===== src/rtl/rule_conf_sched_if.sv =====
// Request/write-port bundle for rule_conf_sched: requester handshake plus the
// 64-bit rule-write port towards the parser configuration block.
interface rule_conf_sched_if #(
  parameter int unsigned REQ_NUM  = 2,
  parameter int unsigned RULE_NUM = 4
) ();
  logic [REQ_NUM-1:0]          i_req_valid;
  logic [REQ_NUM-1:0]          i_req_is_rule;
  logic [REQ_NUM*RULE_NUM-1:0] i_req_mask;
  logic [REQ_NUM*256-1:0]      i_req_data;
  logic [REQ_NUM-1:0]          o_req_ready;
  logic                        o_rule_wren;
  logic [63:0]                 o_rule_wdata;
  logic [31:0]                 o_rule_addr;
  logic                        o_busy;

  modport master (
    output i_req_valid, i_req_is_rule, i_req_mask, i_req_data,
    input  o_req_ready, o_rule_wren, o_rule_wdata, o_rule_addr, o_busy
  );

  modport slave (
    input  i_req_valid, i_req_is_rule, i_req_mask, i_req_data,
    output o_req_ready, o_rule_wren, o_rule_wdata, o_rule_addr, o_busy
  );
endinterface


===== src/rtl/rule_conf_sched.sv =====
// Round-robin scheduler serializing rule / type-offset requests onto the config
// write port. Define RULE_CONF_SCHED_STATS_EN for grant/conflict counters.
module rule_conf_sched #(
  parameter int unsigned REQ_NUM    = 2,
  parameter int unsigned RULE_NUM   = 4,
  parameter int unsigned GAP_CYCLES = 1
) (
  input  logic                i_clk,
  input  logic                i_rst,
  rule_conf_sched_if.slave    bus
`ifdef RULE_CONF_SCHED_STATS_EN
  ,
  output logic [REQ_NUM*16-1:0] o_grant_cnt,
  output logic [15:0]           o_conflict_cnt
`endif
);

  localparam int unsigned PW = (REQ_NUM > 1) ? $clog2(REQ_NUM) : 1;
  localparam int unsigned GW = 4;

  typedef enum logic [1:0] {
    IDLE,
    SEND,
    GAP
  } state_t;

  state_t              state;
  state_t              state_nxt;
  logic [PW-1:0]       ptr;
  logic [1:0]          beat;
  logic [GW-1:0]       gap_cnt;
  logic                is_rule_q;
  logic [RULE_NUM-1:0] mask_q;
  logic [255:0]        data_q;

  logic                hi_found;
  logic                lo_found;
  logic [PW-1:0]       hi_idx;
  logic [PW-1:0]       lo_idx;
  logic                win_found;
  logic [PW-1:0]       win_idx;
  logic                grant;
  logic                last_beat;

  // Wrap-around search: first valid above the pointer, else lowest valid overall.
  always_comb begin
    hi_found = 1'b0;
    lo_found = 1'b0;
    hi_idx   = '0;
    lo_idx   = '0;
    for (int unsigned j = 0; j < REQ_NUM; j++) begin
      if (bus.i_req_valid[j] && (j > 32'(ptr)) && !hi_found) begin
        hi_found = 1'b1;
        hi_idx   = PW'(j);
      end
      if (bus.i_req_valid[j] && !lo_found) begin
        lo_found = 1'b1;
        lo_idx   = PW'(j);
      end
    end
    win_found = lo_found;
    win_idx   = hi_found ? hi_idx : lo_idx;
  end

  // A request accepted while reset is asserted would be dropped, so no ready then.
  assign grant     = (state == IDLE) && win_found && !i_rst;
  assign last_beat = !is_rule_q || (beat == 2'd3);

  always_ff @(posedge i_clk) begin
    if (i_rst) begin
      state     <= IDLE;
      ptr       <= PW'(REQ_NUM - 1);
      beat      <= '0;
      gap_cnt   <= '0;
      is_rule_q <= 1'b0;
      mask_q    <= '0;
      data_q    <= '0;
    end else begin
      state <= state_nxt;
      if (grant) begin
        ptr       <= win_idx;
        beat      <= '0;
        is_rule_q <= bus.i_req_is_rule[win_idx];
        mask_q    <= bus.i_req_mask[32'(win_idx)*RULE_NUM +: RULE_NUM];
        data_q    <= bus.i_req_data[32'(win_idx)*256 +: 256];
      end else if (state == SEND) begin
        beat <= beat + 2'd1;
      end
      if (state == GAP) begin
        gap_cnt <= gap_cnt + 1'b1;
      end else begin
        gap_cnt <= '0;
      end
    end
  end

  always_comb begin
    state_nxt = state;
    case (state)
      IDLE: begin
        if (grant) state_nxt = SEND;
      end
      SEND: begin
        if (last_beat) state_nxt = (GAP_CYCLES > 0) ? GAP : IDLE;
      end
      GAP: begin
        if (gap_cnt == GW'(GAP_CYCLES - 1)) state_nxt = IDLE;
      end
      default: state_nxt = IDLE;
    endcase
  end

  always_comb begin
    bus.o_req_ready  = '0;
    bus.o_rule_wren  = 1'b0;
    bus.o_rule_wdata = '0;
    bus.o_rule_addr  = '0;
    bus.o_busy       = (state != IDLE);
    if (grant) bus.o_req_ready[win_idx] = 1'b1;
    if (state == SEND) begin
      bus.o_rule_wren = 1'b1;
      if (is_rule_q) begin
        bus.o_rule_wdata     = data_q[{beat, 6'd0} +: 64];
        bus.o_rule_addr[16]  = 1'b1;
        bus.o_rule_addr[9:8] = beat;
        // Commit bitmap only on the final beat, so an aborted rule commits nothing.
        if (beat == 2'd3) bus.o_rule_addr[RULE_NUM-1:0] = mask_q;
      end else begin
        bus.o_rule_wdata = data_q[63:0];
      end
    end
  end

`ifdef RULE_CONF_SCHED_STATS_EN
  logic [15:0] grant_cnt [REQ_NUM];
  logic [15:0] conflict_cnt;

  always_ff @(posedge i_clk) begin
    if (i_rst) begin
      for (int unsigned j = 0; j < REQ_NUM; j++) grant_cnt[j] <= '0;
      conflict_cnt <= '0;
    end else begin
      if (grant && (grant_cnt[win_idx] != '1)) begin
        grant_cnt[win_idx] <= grant_cnt[win_idx] + 16'd1;
      end
      if ((state == IDLE) && ($countones(bus.i_req_valid) >= 2) && (conflict_cnt != '1)) begin
        conflict_cnt <= conflict_cnt + 16'd1;
      end
    end
  end

  always_comb begin
    o_grant_cnt = '0;
    for (int unsigned j = 0; j < REQ_NUM; j++) o_grant_cnt[j*16 +: 16] = grant_cnt[j];
    o_conflict_cnt = conflict_cnt;
  end
`endif

endmodule


===== src/flat_wrapper.sv =====
// flat-port wrapper written by rule: the top's interface ports become plain ports
module rule_conf_sched_flat 
#(
  parameter int unsigned REQ_NUM    = 2,
  parameter int unsigned RULE_NUM   = 4,
  parameter int unsigned GAP_CYCLES = 1
)
  (i_clk, i_rst, bus_i_req_valid, bus_i_req_is_rule, bus_i_req_mask, bus_i_req_data, bus_o_req_ready, bus_o_rule_wren, bus_o_rule_wdata, bus_o_rule_addr, bus_o_busy);
  rule_conf_sched_if #(.REQ_NUM(REQ_NUM), .RULE_NUM(RULE_NUM)) bus_i ();
  input  logic i_clk;
  input  logic i_rst;
  input wire logic [$bits(bus_i.i_req_valid)-1:0] bus_i_req_valid;
  input wire logic [$bits(bus_i.i_req_is_rule)-1:0] bus_i_req_is_rule;
  input wire logic [$bits(bus_i.i_req_mask)-1:0] bus_i_req_mask;
  input wire logic [$bits(bus_i.i_req_data)-1:0] bus_i_req_data;
  output wire logic [$bits(bus_i.o_req_ready)-1:0] bus_o_req_ready;
  output wire logic [$bits(bus_i.o_rule_wren)-1:0] bus_o_rule_wren;
  output wire logic [$bits(bus_i.o_rule_wdata)-1:0] bus_o_rule_wdata;
  output wire logic [$bits(bus_i.o_rule_addr)-1:0] bus_o_rule_addr;
  output wire logic [$bits(bus_i.o_busy)-1:0] bus_o_busy;
  assign bus_i.i_req_valid = bus_i_req_valid;
  assign bus_i.i_req_is_rule = bus_i_req_is_rule;
  assign bus_i.i_req_mask = bus_i_req_mask;
  assign bus_i.i_req_data = bus_i_req_data;
  assign bus_o_req_ready = bus_i.o_req_ready;
  assign bus_o_rule_wren = bus_i.o_rule_wren;
  assign bus_o_rule_wdata = bus_i.o_rule_wdata;
  assign bus_o_rule_addr = bus_i.o_rule_addr;
  assign bus_o_busy = bus_i.o_busy;
  rule_conf_sched #(.REQ_NUM(REQ_NUM), .RULE_NUM(RULE_NUM), .GAP_CYCLES(GAP_CYCLES)) u_core (.i_clk(i_clk), .i_rst(i_rst), .bus(bus_i));
endmodule

===== config.mk =====
export PLATFORM = sky130hd
export DESIGN_NAME = rule_conf_sched_flat
export DESIGN_NICKNAME = d
export VERILOG_FILES = /design/src/rtl/rule_conf_sched_if.sv /design/src/rtl/rule_conf_sched.sv /design/src/flat_wrapper.sv
export SDC_FILE = /design/constraint.sdc
export NUM_CORES = 1
export LEC_CHECK = 0
export BUFFER_PORTS_ARGS = -buffer_cell sky130_fd_sc_hd__clkbuf_2
export CORE_AREA = 2 2 244 246
export DETAILED_ROUTE_END_ITERATION = 8
export DIE_AREA = 0 0 246 248
export PLACE_DENSITY = 0.51
export SLEW_MARGIN = 5
export SYNTH_ARGS = -nofsm -noshare
export SYNTH_HDL_FRONTEND = slang
export SYNTH_SLANG_ARGS = --single-unit

===== constraint.sdc =====
create_clock -name i_clk -period 2.17 [get_ports i_clk]
set_clock_uncertainty 0.2 [all_clocks]
set_input_delay 0.217 -clock i_clk [delete_from_list [all_inputs] [get_ports i_clk]]
set_output_delay 0.217 -clock i_clk [all_outputs]
set_load 0.1 [all_outputs]

==> results <==
- The run finished, with violations left.
- The checks that failed: setup timing.
- In this run the static leakage power is 11.5 nW.
- The final RePlAce weighted congestion is 0.879.
- The kind of critical path is register to primary output.
- Of the synthesized area, sequential elements account for 0.395.
- The number of H-tree branching levels is 2.
- The placed instances occupy a cell area of 0.0193 mm2.
- The count of unique library cells instantiated by Yosys is 36.
- The count of yosys warnings during synthesis is 0.
- The number of max-cap violations is 0.
- Derived from the worst setup path, the maximum achievable clock frequency is 398 MHz.
- After synthesis the cells add up to 0.0137 mm2.
- Power spread over the standard cell area amounts to 608 mW/mm2.
- The count of pins over their slew limit is 0.
- The clock network power share is 0.355.
- For this run the aggregate overflow at the end of global routing stands at 0.
- The CTS tree is yes.
- After the last flow step, the layout net total stands at 3148.
- Dividing the synthesized area by the synthesized cell count gives 8.98 um2.
- The post-layout minimum cycle time is 2.51 ns.
- Of all flip-flops after synthesis, the portion carrying an async set or reset was 0.
- The number of detailed-routing iterations run before antenna repair is 6.
- The die boundary width is 246 um.
- In the routed design, unresolved DRC markers number 0.
- The switching component of the power is 5.62 mW.
- The initial core utilization is 0.234.
- Across all hold checks on the routed design, the worst slack comes to 0.0736 ns.
- The clock-pin transition on the worst setup and hold timing paths is 0.06 ns.
- The all-layer global routing usage is 0.257.
- After floorplanning, the core was sized to cover 0.0585 mm2.
- Measured along the y axis, the die boundary spans 248 um.
- Of the cells placed in the final design, the portion with a size suffix greater than 1 is 0.382.
- For the pin with the worst max-slew slack, the measured transition is 1.21 ns.
- The clock tree buffer depth is 3.
- The peak ir drop on the vdd network is 0.546 mV.
- The headroom to the max-slew limit is 0.192.
- The clock latency on the worst-skew pair is 0.54 ns.
- The pin count of the biggest net entering global routing is 139.
- Yosys mapped a number of flops with a built-in enable equal to 0.
- The count of buffers added on input and output ports is 600.
- The die covers 0.0610 mm2.
- Of the total power, registers draw 0.346.
- During I/O placement, the number of pins put on the boundary was 626.
- The remaining antenna violation count after routing is 0.
- The number of sinks on the clock net is 270.
- The most common flop cell mapped by yosys is sky130_fd_sc_hd__dfxtp_1.
- After detailed routing, the average wire length per cell comes to 24.8 um.
- For the final routed database, the setup TNS stands at -17.95 ns.
- The initial antenna violation count was 8.
- The post-layout worst setup margin is -0.344 ns.
- The internal power contribution is 11.4 mW.
- The clock root buffer is sky130_fd_sc_hd__clkbuf_16.
- Setup repair after global routing could not meet its margin everywhere.
- The number of core rows is 89.
- The worst setup slack after placement is -0.0402 ns.
- The number of DRC violations after detailed-routing iteration 0 is 1669.
- In the routed layout, each cell is associated on average with a via count of 5.38.
- The number of hold violations in the final report came to 0.
- Dividing the final minimum period by the clock period gives 1.16.
- Of the total power, the share spent switching nets is 0.329.
- Setup violations remaining at the end of the flow were counted as 69.
- The via count of the first global-routing pass came to 18600.
- The post-route cell area is 0.0281 mm2.
- For this block, the via count after detailed routing is 18400.
- After legalization and detailed placement, the total HPWL measured 51200 um.
- Compared with the post-synthesis result, the final layout area differs by 105%.
- Data arrives at the worst endpoint at 2.10 ns.
- Counting the buffers created by CTS gives 34.
- Counting flops and latches in the post-synthesis netlist gives 270.
- In this run the worst hold path is classified as primary input to register.
- The synthesized netlist cell count is 1524.
- The nature of the critical path startpoint is a register.
- The data required time at the worst endpoint is 1.75 ns.
- Of the total power, combinational logic draws 0.298.
- Of all nets on the critical path, the largest fanout is 13.
- The critical path endpoint category is a primary output.
- The wire length of the first global-routing pass is 118000 um.
- The wire length after detailed routing is 84900 um.
synth_stat cells (all sizes together) (2+ instances only):
cell type  instances  area (um2)
dfxtp            270        5410
a31oi             99         619
inv                7        26.3
buf              119         846
o2bb2ai           64         561
a21oi             67         335
mux2i             65         651
nand2b             2        12.5
and3             170        1070
nand4             99         619
ha                 3        37.5
xnor2              2        17.5
nor3               2        15.0
o21ai            164         821
nor2               9        33.8
clkbuf           108         405
nand3            100         500
a221o            162        1620
registers in the layout, indices dropped and copies added, names as in the netlist:
register / cells
u_core.beat: 2
u_core.data_q: 256
u_core.gap_cnt: 4
u_core.is_rule_q: 1
u_core.mask_q: 4
u_core.ptr: 1
u_core.state: 2
per-stage QoR:
step	util	cells	power (mW)
floorplan	-	1548	7.91
global placement	0.329	2759	9.34
detailed placement	0.329	2759	9.37
CTS	0.464	3388	16.8
global route	0.480	3422	17.6
finish	0.480	3428	17.1
metal layers:
layer	wire length [um]	up-vias	global-route usage
met5	13	-	0
met3	6780	201	0.0506
li1	-	8190	-
met1	36100	8897	0.339
met2	39200	1142	0.418
met4	2870	2	0.0866
critical path, cell delays in order (launching register included):
cell                        delay (ns)
sky130_fd_sc_hd__dfxtp_4          0.36
sky130_fd_sc_hd__buf_12           0.15
sky130_fd_sc_hd__nand2b_4         0.18
sky130_fd_sc_hd__buf_12           0.20
sky130_fd_sc_hd__buf_16           0.17
sky130_fd_sc_hd__o2bb2ai_4        0.09
sky130_fd_sc_hd__a21oi_4          0.18
sky130_fd_sc_hd__buf_12           0.19
cells by family after synthesis:
kind of cell    count (synthesis)  share of synthesized area
compound gates                561                      0.293
xor+xnor                        3                    0.00192
fa+ha+maj                       3                    0.00274
buf+inv                       235                     0.0937
flops                         270                      0.395
mux                            65                     0.0476
other cells                     1                   0.000274
simple gates                  386                      0.166
worst paths after layout:
kind,startpoint,end,slack [ns],cells after the start
worst max-delay path,u_core.beat[0],bus_o_rule_wdata[36],-0.34,7
worst min-delay path,bus_i_req_valid[1],u_core.state[0],0.07,4
worst max register to register,u_core.state[0],u_core.data_q[152],-0.04,7
worst min register to register,u_core.gap_cnt[0],u_core.gap_cnt[0],0.28,1
power by group through the flow:
stage / Sequential (mW) / Combinational, mW / Clock, mW
after floorplan: 5.68 / 2.23 / 0
after global placement: 5.90 / 3.43 / 0
after detailed placement: 5.90 / 3.47 / 0
after CTS: 5.84 / 4.76 / 6.16
after global routing: 5.94 / 5.32 / 6.32
final: 5.91 / 5.09 / 6.06
cells in the final DEF, fill, tap and decap left out, drive strengths merged, types with 2 or more instances in the layout:
cell	count
buf	209
ha	3
nor2	9
mux2i	65
nand2b	2
o21ai	164
dlygate4sd3	523
conb	25
inv	8
and3	170
clkinv	7
dfxtp	270
clkbuf	577
xnor2	2
clkinvlp	2
bufinv	2
nor3	2
a221o	162
o2bb2ai	64
a31oi	99
nand4	99
bufbuf	2
diode	12
nand3	100
a21oi	67
cell type report:
cell class	count	area, um2
fill	5172	30400
timing repair buffer	1262	11400
multi-input combinational	1043	9070
sequential	270	5420
clock buffer	49	1050
tap	773	967
clock inverter	11	114
inverter	8	40.0
antenna	12	30.0
repair_timing:
action | CTS | global route
hold buffers | 523 | 0
pin swaps | 8 | 16
setup buffers | 33 | 26
resized for setup | 193 | 103
cloned | 13 | 6
setup endpoints to repair | 74 | 78
endpoints found under the hold margin | 262 | 0
No activity file was read; power rests on OpenSTA's default activity.
